<file path="config.mk">
export PLATFORM = sky130hd
export DESIGN_NAME = alu_p_register_stage
export DESIGN_NICKNAME = d
export VERILOG_FILES = /design/src/rtl/alu_pkg.sv /design/src/rtl/pattern_detect_lane.sv /design/src/rtl/alu_p_register_stage.sv
export SDC_FILE = /design/constraint.sdc
export NUM_CORES = 1
export LEC_CHECK = 0
export ABC_AREA = 1
export BUFFER_PORTS_ARGS = -buffer_cell sky130_fd_sc_hd__buf_2
export CORE_MARGIN = 2
export CORE_UTILIZATION = 45
export DETAILED_ROUTE_END_ITERATION = 16
export GPL_ROUTABILITY_DRIVEN = 1
export HOLD_SLACK_MARGIN = 0.08
export PLACE_DENSITY = 0.8
export SYNTH_ARGS = -nofsm -noshare
export SYNTH_HDL_FRONTEND = slang
export SYNTH_SLANG_ARGS = --single-unit
</file>
<file path="constraint.sdc">
create_clock -name clk -period 1.7 [get_ports clk]
set_input_delay 0.51 -clock clk [delete_from_list [all_inputs] [get_ports clk]]
set_output_delay 0.51 -clock clk [all_outputs]
set_load 0.01 [all_outputs]
</file>
<file path="src/rtl/alu_pkg.sv">
// Shared definitions for the SIMD ALU output stage.
// Mode encodings, default lane geometry and the lane-slice type.
package alu_pkg;

  // USE_SIMD encodings
  localparam logic MODE_16X16   = 1'b0;
  localparam logic MODE_SUM_8X8 = 1'b1;

  // Default lane geometry
  localparam int LANE_W = 16;
  localparam int LANES  = 2;

  // One lane's worth of datapath bits
  typedef logic [LANE_W-1:0] lane_t;

endpackage : alu_pkg

</file>
<file path="src/rtl/pattern_detect_lane.sv">
// Combinational masked pattern / inverted-pattern compare for one lane.
// A MASK bit of 1 removes that bit from both compares.
// A fully masked lane therefore reports both matches.
module pattern_detect_lane
  import alu_pkg::*;
#(
  parameter int LW = LANE_W
) (
  input  logic [LW-1:0] i_s,
  input  logic [LW-1:0] i_pattern,
  input  logic [LW-1:0] i_mask,
  output logic          o_m,
  output logic          o_mb
);

  logic [LW-1:0] w_eq;
  logic [LW-1:0] w_eqb;

  // Per-bit agreement with PATTERN and ~PATTERN; masked bits always agree
  always_comb begin
    w_eq  = ~(i_s ^ i_pattern) | i_mask;
    w_eqb = (i_s ^ i_pattern) | i_mask;
    o_m   = &w_eq;
    o_mb  = &w_eqb;
  end

endmodule : pattern_detect_lane

</file>
<file path="src/rtl/alu_p_register_stage.sv">
// P register stage downstream of the 2-lane SIMD ALU.
// Registers the ALU sum and lane carries, performs per-lane masked pattern
// detection with one load of history, and derives OVERFLOW / UNDERFLOW.
// Optional feature: define ALU_PSTAGE_AUTORESET_EN to add the
// AUTORESET_PATDET input, which clears P on a full pattern match.
module alu_p_register_stage #(
  parameter int WIDTH  = 32,
  parameter int LANES  = alu_pkg::LANES,
  parameter int LANE_W = alu_pkg::LANE_W
) (
  input  logic             clk,
  input  logic             rst_n,
  input  logic             CEP,
  input  logic             RSTP,
  input  logic             USE_SIMD,
  input  logic [WIDTH-1:0] S,
  input  logic [LANES-1:0] result_SIMD_carry_out,
  input  logic [WIDTH-1:0] PATTERN,
  input  logic [WIDTH-1:0] MASK,
`ifdef ALU_PSTAGE_AUTORESET_EN
  input  logic             AUTORESET_PATDET,
`endif
  output logic [WIDTH-1:0] P,
  output logic [LANES-1:0] CARRYOUT,
  output logic [LANES-1:0] PATTERNDETECT,
  output logic [LANES-1:0] PATTERNBDETECT,
  output logic [LANES-1:0] PATTERNDETECTPAST,
  output logic [LANES-1:0] PATTERNBDETECTPAST,
  output logic [LANES-1:0] OVERFLOW,
  output logic [LANES-1:0] UNDERFLOW
);

  import alu_pkg::*;

  logic [LANES-1:0] w_m;
  logic [LANES-1:0] w_mb;
  logic [LANES-1:0] w_det;
  logic [LANES-1:0] w_detb;
  logic             w_autoreset;

  logic [WIDTH-1:0] r_p;
  logic [LANES-1:0] r_carry;
  logic [LANES-1:0] r_pd;
  logic [LANES-1:0] r_pbd;
  logic [LANES-1:0] r_pdp;
  logic [LANES-1:0] r_pbdp;

  // One compare unit per lane
  genvar gi;
  generate
    for (gi = 0; gi < LANES; gi++) begin : g_lane
      pattern_detect_lane #(
        .LW (LANE_W)
      ) u_lane (
        .i_s       (S[gi*LANE_W +: LANE_W]),
        .i_pattern (PATTERN[gi*LANE_W +: LANE_W]),
        .i_mask    (MASK[gi*LANE_W +: LANE_W]),
        .o_m       (w_m[gi]),
        .o_mb      (w_mb[gi])
      );
    end
  endgenerate

  // Mode merge: full-width mode broadcasts the all-lane AND to every lane
  always_comb begin
    if (USE_SIMD == MODE_SUM_8X8) begin
      w_det  = w_m;
      w_detb = w_mb;
    end else begin
      w_det  = {LANES{&w_m}};
      w_detb = {LANES{&w_mb}};
    end
  end

`ifdef ALU_PSTAGE_AUTORESET_EN
  // Auto-reset fires when every lane currently reports a match
  always_comb begin
    if (AUTORESET_PATDET && CEP && (&r_pd)) begin
      w_autoreset = 1'b1;
    end else begin
      w_autoreset = 1'b0;
    end
  end
`else
  // Auto-reset feature not built
  always_comb begin
    w_autoreset = 1'b0;
  end
`endif

  // P, carry and detect registers: reset > RSTP > auto-reset > load > hold
  always_ff @(posedge clk or negedge rst_n) begin
    if (!rst_n) begin
      r_p     <= {WIDTH{1'b0}};
      r_carry <= {LANES{1'b0}};
      r_pd    <= {LANES{1'b0}};
      r_pbd   <= {LANES{1'b0}};
      r_pdp   <= {LANES{1'b0}};
      r_pbdp  <= {LANES{1'b0}};
    end else if (RSTP) begin
      r_p     <= {WIDTH{1'b0}};
      r_carry <= {LANES{1'b0}};
      r_pd    <= {LANES{1'b0}};
      r_pbd   <= {LANES{1'b0}};
      r_pdp   <= {LANES{1'b0}};
      r_pbdp  <= {LANES{1'b0}};
    end else if (w_autoreset) begin
      // History still advances so the flags survive the clear
      r_p     <= {WIDTH{1'b0}};
      r_carry <= {LANES{1'b0}};
      r_pd    <= {LANES{1'b0}};
      r_pbd   <= {LANES{1'b0}};
      r_pdp   <= r_pd;
      r_pbdp  <= r_pbd;
    end else if (CEP) begin
      r_p     <= S;
      r_carry <= result_SIMD_carry_out;
      r_pd    <= w_det;
      r_pbd   <= w_detb;
      r_pdp   <= r_pd;
      r_pbdp  <= r_pbd;
    end else begin
      r_p     <= r_p;
      r_carry <= r_carry;
      r_pd    <= r_pd;
      r_pbd   <= r_pbd;
      r_pdp   <= r_pdp;
      r_pbdp  <= r_pbdp;
    end
  end

  // Outputs straight from registers; flags are a thin decode of them
  always_comb begin
    P                  = r_p;
    CARRYOUT           = r_carry;
    PATTERNDETECT      = r_pd;
    PATTERNBDETECT     = r_pbd;
    PATTERNDETECTPAST  = r_pdp;
    PATTERNBDETECTPAST = r_pbdp;
    OVERFLOW           = r_pdp  & ~r_pd & ~r_pbd;
    UNDERFLOW          = r_pbdp & ~r_pd & ~r_pbd;
  end

endmodule : alu_p_register_stage

</file>
==> results.yml <==
logic_synthesis:
  synth.avg_cell_area_um2: 6.00
  yosysTopAreaCell: "dfrtp_1"
  yosysSeqAreaShare_pct: 37.2
  yosys_register_bits: 42
  synth_warnings: 0
  synth_top_cells_by_count: "210 x nand2_1, 98 x inv_1, 42 x dfrtp_1, 40 x nand3_1, 40 x o21ai_0"
  synth_edf_count: 0
  synthFlopType: "dfrtp_1"
  synth_top_area_share_pct: 37.2
  yosysMostFrequentCell: "nand2_1"
  synth_area_leaders: "dfrtp_1 37%, nand2_1 28%, inv_1 13%, nand3_1 7.1%, o21ai_0 7.1%"
  synthArstFlopShare_pct: 100
  synth_fp_nets: 574
  netlist_instances: 471
  syn_area_um2: 2830
  synth_cell_types: 17
sta:
  finalSetupViolations: 0
  period_share_pct: 94.3
  min_period_ns: 1.60
  skew_ns: 0.00416
  relSlewSlack_pct: 76.2
  hold_violations: 0
  slew_violations: 0
  finalSetupTns_ns: 0
  worst_slew_pin_slew_ns: 0.356
  max_clock_freq_mhz: 623
  fin_ws_ns: 0.0961
  grt_setup_unrepaired: "no"
placed_design:
  gp_congestion: 0.837
  io_buffers: 148
  post-place-ws_ns: 0.132
  dpl.hpwl_mm: 6.22
finish:
  drive_gt1_share_pct: 26.7
  fillers: 587
  multi_input_area_um2: 1360
  antennaDiodeCount: 0
  syn2layout_area_growth_pct: 33.9
  post-route-util_pct: 63.2
  layout.nets: 728
  seq_area_um2: 1050
critical_path:
  max_stage_delay_ns: 0.44
  worstPathRequired_ns: 1.19
  arrival_ns: 1.09
  worstSetupPathType: "flop to output pin"
  critPathBufInv: 1
  crit_path_top_delay_cell: "dfrtp_1"
  crit_chain: "nor3_1, buf_2"
  regToRegSetupSlack_ns: 0.89
  crit_family: "flip-flops"
  crit_path_max_fanout: 5
  worstSetupStartpointType: "flop"
  end_kind: "output pin"
clock_network:
  post_cts_buffers: 0
  cts_tree: "done"
  cts.sinks: 42
  path_clk_slew_ns: 0.08
  cts_resized: 0
  clk_path_buf_depth: 2
  clock_latency_ns: 0.29
  cts_root_buffer: "clkbuf_8"
  cts-buffers-inserted: 5
  cts_htree_levels: 2
  hold_buffers: 0
floorplan:
  die_w_um: 83.3
  dieArea_um2: 6930
  ios: 149
  core_area_um2: 5990
  die_y_um: 83.3
  initial_core_util_pct: 47.2
  rows: 28
flow_run:
  drv_cap: 0
grt:
  grt_pass1_vias: 2974
  use_met1_pct: 26.2
  grt_pass1_wl_mm: 12.4
  globalRouteMet2Util_pct: 38.6
  grt_max_degree: 43
  antenna_found_initial: 0
  top_usage_layer: "met2"
  met3_usage_pct: 3.78
  gr-total-overflow: 0
  track_usage_pct: 21.4
drt:
  drt_iter0_drc: 111
  vias: 3243
  drt_first_pass_iters: 4
  post_drt_wl_per_cell_um: 10.8
  routed_via_density: 4.63
  drcViolationCount: 0
  drtAntennaViolNets: 0
  drt-total-wl_mm: 7.55
worst_hold_path:
  hp-class: "input port to asynchronous set/reset pin"
pwr:
  p_per_area_nw_per_um2: 611
  power.leakage_nw: 2.53
  vdd_drop_max_uv: 356
outcome:
  outcome: "finished clean"
-- cell type report --
type	count	area share [%]
clock inverters	1	0.132
flip-flops and latches	42	27.8
inverters	99	9.81
repair buffers	155	21.6
multi-input cells	322	35.9
clock buffers	7	2.28
well taps	75	2.48
-- report_power, final --
part           total, mW  switching [mW]  internal (mW)
registers           1.07          0.0240           1.04
logic              0.581           0.337          0.244
clock network      0.666           0.338          0.328
total               2.32           0.700           1.62
-- cells in the final DEF, fill, tap and decap left out --
cell type  Yosys  layout
o21ai_1        2       2
xor2_1         2       2
clkbuf_1       0       1
clkbuf_8       0       6
dfrtp_1       42      42
nand2_2        1       1
nand3_1       40      40
buf_12         0       2
buf_4          1       5
inv_2          1       1
buf_2          6     148
nor2_4         0       1
inv_1         98      98
nor3_1         6       6
clkinv_2       0       1
nor2_1        16      16
o21ai_0       40      40
nor3_2         2       2
nand2_1      210     210
xnor2_1        2       2
-- state kept, by name, indices dropped and copies added, names as in the netlist --
signal	cells
P	32
CARRYOUT	2
PATTERNDETECT	2
PATTERNBDETECTPAST	2
PATTERNDETECTPAST	2
PATTERNBDETECT	2
-- metrics by stage --
stage	cell area, um^2	total power [mW]	hold WS [ns]	cells
final	3790	2.32	0.180	701
after CTS	3790	2.33	0.191	701
after floorplan	2830	1.39	0.214	471
after detailed placement	3700	1.67	0.461	693
after global placement	3700	1.65	0.451	693
after global routing	3790	2.46	0.200	701
-- path summary, 6_finish.rpt --
kind,startpoint,end,cells after the start
worst max-delay path,PATTERNBDETECT[0],OVERFLOW[0],2
max in group asynchronous,rst_n,P[10],2
worst max register to register,PATTERNDETECT[0],PATTERNDETECTPAST[0],3
worst min register to register,P[21],P[21],2
min in group clk,result_SIMD_carry_out[1],CARRYOUT[1],3
worst min-delay path,rst_n,P[17],2
-- cells by family after synthesis --
group                  synth area share, %
AO/OA/AOI/OAI                         7.43
flip-flops                            37.2
AND/OR/NAND/NOR                       39.3
buffers and inverters                 14.9
XOR/XNOR                              1.24
-- per-layer routing --
metal  routed length, um  vias to the layer above  share of wire (%)
met1                3300                     1421                 44
li1                    -                     1711                  -
met3                 466                        6                6.2
met4                  70                        0               0.93
met2                3710                      105                 49
met5                   0                        -                  0
No activity file was read; power rests on OpenSTA's default activity.
